[config.mk]
export PLATFORM = sky130hd
export DESIGN_NAME = ct_load_arbiter
export DESIGN_NICKNAME = d
export VERILOG_FILES = /design/src/rtl/ct_arb_pkg.sv /design/src/rtl/ct_rr_picker.sv /design/src/rtl/ct_load_arbiter.sv
export SDC_FILE = /design/constraint.sdc
export NUM_CORES = 1
export LEC_CHECK = 0
export ABC_AREA = 1
export CAP_MARGIN = 20
export CORE_MARGIN = 2
export CORE_UTILIZATION = 60
export CTS_BUF_LIST = sky130_fd_sc_hd__clkbuf_8 sky130_fd_sc_hd__clkbuf_16
export CTS_CLUSTER_SIZE = 20
export DETAILED_ROUTE_END_ITERATION = 10
export DONT_BUFFER_PORTS = 1
export PLACE_DENSITY = 0.82
export SKIP_CTS_REPAIR_TIMING = 1
export SYNTH_ARGS = -nofsm -noshare
export SYNTH_HDL_FRONTEND = slang
export SYNTH_SLANG_ARGS = --single-unit
[constraint.sdc]
create_clock -name clk -period 3 [get_ports clk]
set_clock_uncertainty 0.15 [all_clocks]
set_input_delay 0.6 -clock clk [delete_from_list [all_inputs] [get_ports clk]]
set_output_delay 0.6 -clock clk [all_outputs]
set_load 0.005 [all_outputs]
[src/rtl/ct_arb_pkg.sv]
// Shared types and helpers for the counter load arbiter.
//   arb_state_t : arbiter FSM states (IDLE, LOAD, GAP)
//   id_width()  : width of a requester index for a given requester count
package ct_arb_pkg;

    typedef enum logic [1:0] {
        IDLE = 2'd0,
        LOAD = 2'd1,
        GAP  = 2'd2
    } arb_state_t;

    // A single requester still gets a 1-bit index so ports never collapse to zero width.
    function automatic int id_width(input int num_req);
        return (num_req > 1) ? $clog2(num_req) : 1;
    endfunction

endpackage

[src/rtl/ct_rr_picker.sv]
// Combinational round-robin picker.
//   valid  : request vector
//   ptr    : index with highest priority this round
//   any    : at least one request is set
//   winner : first set index at or after ptr, wrapping modulo NUM_REQ
module ct_rr_picker
    import ct_arb_pkg::*;
#(
    parameter int NUM_REQ = 4,
    parameter int ID_W    = id_width(NUM_REQ)
) (
    input  logic [NUM_REQ-1:0] valid,
    input  logic [ID_W-1:0]    ptr,
    output logic               any,
    output logic [ID_W-1:0]    winner
);

    int idx;

    // Scan offsets from farthest to nearest; the last hit written is the
    // nearest one at or after ptr, which gives round-robin priority.
    always_comb begin
        any    = 1'b0;
        winner = '0;
        idx    = 0;
        for (int k = NUM_REQ - 1; k >= 0; k--) begin
            idx = (int'(ptr) + k) % NUM_REQ;
            if (valid[ID_W'(idx)]) begin
                any    = 1'b1;
                winner = ID_W'(idx);
            end
        end
    end

endmodule

[src/rtl/ct_load_arbiter.sv]
// Round-robin arbiter sharing a counter's parallel-load port.
//   clk, rst  : clock, synchronous active-high reset
//   req_valid : per-requester load request
//   req_data  : packed load values, requester i at [i*DATA_WIDTH +: DATA_WIDTH]
//   req_ready : one-hot, one-cycle acknowledge to the winner
//   ld, data  : one-cycle load strobe and load value to the counter
//   busy      : arbiter is in LOAD or GAP
//   grant_id  : index of the last granted requester
// Handshake: a requester holds req_valid/req_data until req_ready; the
// transfer completes in the cycle where both are high. Requests are only
// sampled in IDLE, so a winner still holding valid is never double-granted.
module ct_load_arbiter
    import ct_arb_pkg::*;
#(
    parameter int DATA_WIDTH = 8,
    parameter int NUM_REQ    = 4,
    parameter int LD_GAP     = 2,
    localparam int ID_W      = id_width(NUM_REQ)
) (
    input  logic                          clk,
    input  logic                          rst,
    input  logic [NUM_REQ-1:0]            req_valid,
    input  logic [NUM_REQ*DATA_WIDTH-1:0] req_data,
    output logic [NUM_REQ-1:0]            req_ready,
    output logic                          ld,
    output logic [DATA_WIDTH-1:0]         data,
    output logic                          busy,
    output logic [ID_W-1:0]               grant_id
);

    localparam int GW = (LD_GAP > 0) ? $clog2(LD_GAP + 1) : 1;

    arb_state_t             state_q, state_d;
    logic [ID_W-1:0]        ptr_q;
    logic [GW-1:0]          gap_q;
    logic                   any;
    logic [ID_W-1:0]        winner;
    logic [DATA_WIDTH-1:0]  sel_data;
    logic                   ld_d;
    logic [NUM_REQ-1:0]     ready_d;
    logic                   busy_d;

    ct_rr_picker #(
        .NUM_REQ (NUM_REQ),
        .ID_W    (ID_W)
    ) u_picker (
        .valid  (req_valid),
        .ptr    (ptr_q),
        .any    (any),
        .winner (winner)
    );

    always_comb begin
        sel_data = '0;
        for (int i = 0; i < NUM_REQ; i++) begin
            if (winner == ID_W'(i)) begin
                sel_data = req_data[i*DATA_WIDTH +: DATA_WIDTH];
            end
        end
    end

    // State register
    always_ff @(posedge clk) begin
        if (rst) begin
            state_q <= IDLE;
        end else begin
            state_q <= state_d;
        end
    end

    // Next-state logic
    always_comb begin
        state_d = state_q;
        case (state_q)
            IDLE: if (any) state_d = LOAD;
            LOAD: state_d = (LD_GAP > 0) ? GAP : IDLE;
            GAP:  if (gap_q <= GW'(1)) state_d = IDLE;
            default: state_d = IDLE;
        endcase
    end

    // Output decode; results are registered below so every port is a flop.
    always_comb begin
        ld_d    = (state_q == IDLE) && any;
        ready_d = ld_d ? (NUM_REQ'(1) << winner) : '0;
        busy_d  = (state_d != IDLE);
    end

    always_ff @(posedge clk) begin
        if (rst) begin
            ld        <= 1'b0;
            req_ready <= '0;
            busy      <= 1'b0;
            data      <= '0;
            grant_id  <= '0;
            ptr_q     <= '0;
            gap_q     <= '0;
        end else begin
            ld        <= ld_d;
            req_ready <= ready_d;
            busy      <= busy_d;
            if (ld_d) begin
                // Value captured at the sampling edge; later req_data changes are ignored.
                data     <= sel_data;
                grant_id <= winner;
                ptr_q    <= (winner == ID_W'(NUM_REQ - 1)) ? '0 : winner + ID_W'(1);
            end
            // Counter is loaded during LOAD so GAP lasts exactly LD_GAP cycles.
            if (state_q == LOAD) begin
                gap_q <= GW'(LD_GAP);
            end else if (state_q == GAP && gap_q != '0) begin
                gap_q <= gap_q - GW'(1);
            end
        end
    end

endmodule

==> results.json <==
{
  "synth_edf_count": 0,
  "clk_pin_slew_worst_paths_ps": 70,
  "synth_area_per_cell_um2": 7.33,
  "drt-total-wl_um": 2680,
  "rows": 17,
  "vdd_drop_max_uv": 842,
  "numClockSinks": 22,
  "worst_slew_pin_slew_ps": 473,
  "io_buffers": 0,
  "start_util_pct": 62.1,
  "crit_type": "reg2reg",
  "first_pass_iters": 4,
  "p_sw_share_pct": 47.1,
  "diodes": 0,
  "p_comb_share_pct": 58.5,
  "status": "completed",
  "n_fill_cell": 182,
  "antenna_found_initial": 0,
  "grt_start_max_net_pins": 22,
  "synth_nets": 225,
  "synthCells": 182,
  "antenna_left": 0,
  "finalSetupViolations": 0,
  "finalMaxSlewViolations": 0,
  "seqPwrFrac_pct": 28.9,
  "nets": 224,
  "dieWidth_um": 51.2,
  "dp_cells": 204,
  "synth_cell_types": 27,
  "htreeDepth": 1,
  "worstPathCellList": "buf_4 -> o21ai_0 -> nand2_1 -> nand2_1 -> inv_1 -> o21ai_0 -> nand2_1 -> nand2_2 -> inv_1 -> ha_2 -> inv_1 -> nand2_1 -> inv_1 -> a22oi_1 -> o211ai_1 -> o21ai_0 -> a21oi_1",
  "gp_congestion": 0.798,
  "ys_async_sr_fraction_pct": 0,
  "leakagePower_nw": 0.610,
  "viasPerCell": 5.53,
  "clockBufferDepth": 2,
  "path_max_fanout": 9,
  "grt_pass1_wl_um": 4220,
  "fp.dieArea_um2": 2620,
  "rsz0062_at_grt": "false",
  "clk_latency_ps": 260,
  "dpl.hpwl_um": 2170,
  "avgRoutedWirePerCell_um": 12.9,
  "ys_seq_elements": 22,
  "yosysSeqAreaShare_pct": 33.0,
  "critical_path.max_stage_delay_ps": 360,
  "hold_viol": 0,
  "clockPowerShare_pct": 12.6,
  "io_pins": 54,
  "drtIter0Drc": 21,
  "ys_warn_count": 0,
  "slew_headroom_pct": 68.4,
  "syn_area_um2": 1330,
  "period_needed_ps": 2680,
  "fin_crit_sh_pct": 89.4,
  "hp-class": "in2reg",
  "multi_input_area_um2": 746,
  "drcViolationCount": 0,
  "drive_gt1_share_pct": 16.1,
  "regArea_um2": 440,
  "end_kind": "register",
  "required_ps": 3050,
  "finalNonFillerCells": 208,
  "track_usage_pct": 21.0,
  "finalSetupTns_ps": 0,
  "maxClockFrequency_mhz": 373,
  "arrival_ps": 2730,
  "ys.flop_type": "dfxtp_1",
  "areaGrowthSynthToFinish_pct": 2.63,
  "root_buffer": "clkbuf_8",
  "slowest_stage": "dfxtp_1",
  "dr_total_vias": 1151,
  "power_density_nw_per_um2": 1200,
  "cap_violations": 0,
  "die_y_um": 51.2,
  "hold_ws_ps": 246,
  "cts_buffers": 3,
  "gr-total-overflow": 0,
  "cts_tree": "yes",
  "coreArea_um2": 2150,
  "power.switching_mw": 0.771,
  "start_kind": "register",
  "cellInternalPower_mw": 0.866,
  "grt_pass1_vias": 1046
}
## power groups by stage
stage               Sequential (mW)  Clock (mW)  Combinational (mW)
finish                        0.472       0.206               0.958
global route                  0.481       0.223                1.08
CTS                           0.474       0.208               0.952
detailed placement            0.480           0               0.943
global placement              0.476           0               0.907
floorplan                     0.457           0               0.859
## layer usage
| metal | track usage [%] | vias up | wire [um] |
|---|---|---|---|
| met1 | 25.1 | 501 | 1120 |
| li1 | - | 593 | - |
| met2 | 37.2 | 53 | 1330 |
| met5 | 0 | - | 0 |
| met4 | 9.01 | 0 | 37 |
| met3 | 2.92 | 4 | 197 |
## cell families (layout without fill, tap and decap cells)
kind of cell	Yosys count	in the layout	share of synthesized area, %
compound gates	49	49	23.9
buf+inv	29	27	11.3
fa+ha+maj	5	5	4.69
simple gates	72	72	23.4
flops	22	22	33.0
mux	5	5	3.75
## cell usage after synthesis (all sizes together), types with 4 or more instances
| library cell | n | share of area, % |
|---|---|---|
| nand3 | 6 | 2.6 |
| o21ai | 23 | 11 |
| inv | 22 | 6.4 |
| dfxtp | 22 | 33 |
| a22oi | 8 | 4.5 |
| ha | 5 | 4.7 |
| o211ai | 4 | 2.3 |
| nand2 | 51 | 16 |
| nor2 | 14 | 4.3 |
| mux2i | 5 | 3.8 |
| a21oi | 13 | 5.7 |
| buf | 4 | 3.8 |
## critical path, delay by kind of cell, from the launching register on
family	cells	cell delay, ps
AOI/OAI and AO/OA	6	800
adders and majority gates	1	250
buffers and inverters	5	580
DFF	1	360
and+or+nand+nor	5	480
## through the flow
step | cell area [um2] | util (%) | power [mW] | setup slack [ps]
finish | 1370 | 63.7 | 1.64 | 318
detailed placement | 1310 | 61.0 | 1.42 | 181
global placement | 1310 | 61.0 | 1.38 | 281
global route | 1370 | 63.7 | 1.79 | 10.9
CTS | 1370 | 63.6 | 1.63 | 248
floorplan | 1330 | - | 1.32 | 417
## sequential cells by signal (all words and copies together) (netlist names)
signal     cells
data           8
req_ready      4
gap_q          2
grant_id       2
ptr_q          2
state_q        2
busy           1
ld             1
## cells in the final DEF (no fill, tap or decap), types with 7 or more instances in the layout
master and n:
a21oi_1 10, a22oi_1 8, dfxtp_1 22, inv_1 19
nand2_1 45, nor2_1 12, o21ai_0 13, o21ai_2 7
## path summary, 6_finish.rpt
| kind | start | to | slack, ps | cells after the start |
|---|---|---|---|---|
| worst max register to register | ptr_q[0]$_SDFFE_PP0N_ | data[2]$_SDFFE_PP0N_ | 320 | 17 |
| worst min-delay path | rst | ptr_q[0]$_SDFFE_PP0N_ | 250 | 1 |
| worst max-delay path | ptr_q[0]$_SDFFE_PP0N_ | data[2]$_SDFFE_PP0N_ | 320 | 17 |
| worst min register to register | gap_q[0]$_SDFFE_PP0P_ | gap_q[0]$_SDFFE_PP0P_ | 370 | 2 |
## final cells by class
type | instances | share of cell area, %
Sequential cell | 22 | 32.2
Tap cell | 28 | 2.56
Timing Repair Buffer | 1 | 0.548
Inverter | 22 | 6.22
Multi-Input combinational cell | 131 | 54.5
Clock buffer | 4 | 4.02
Note: power is estimated with default switching activity, not from simulation.
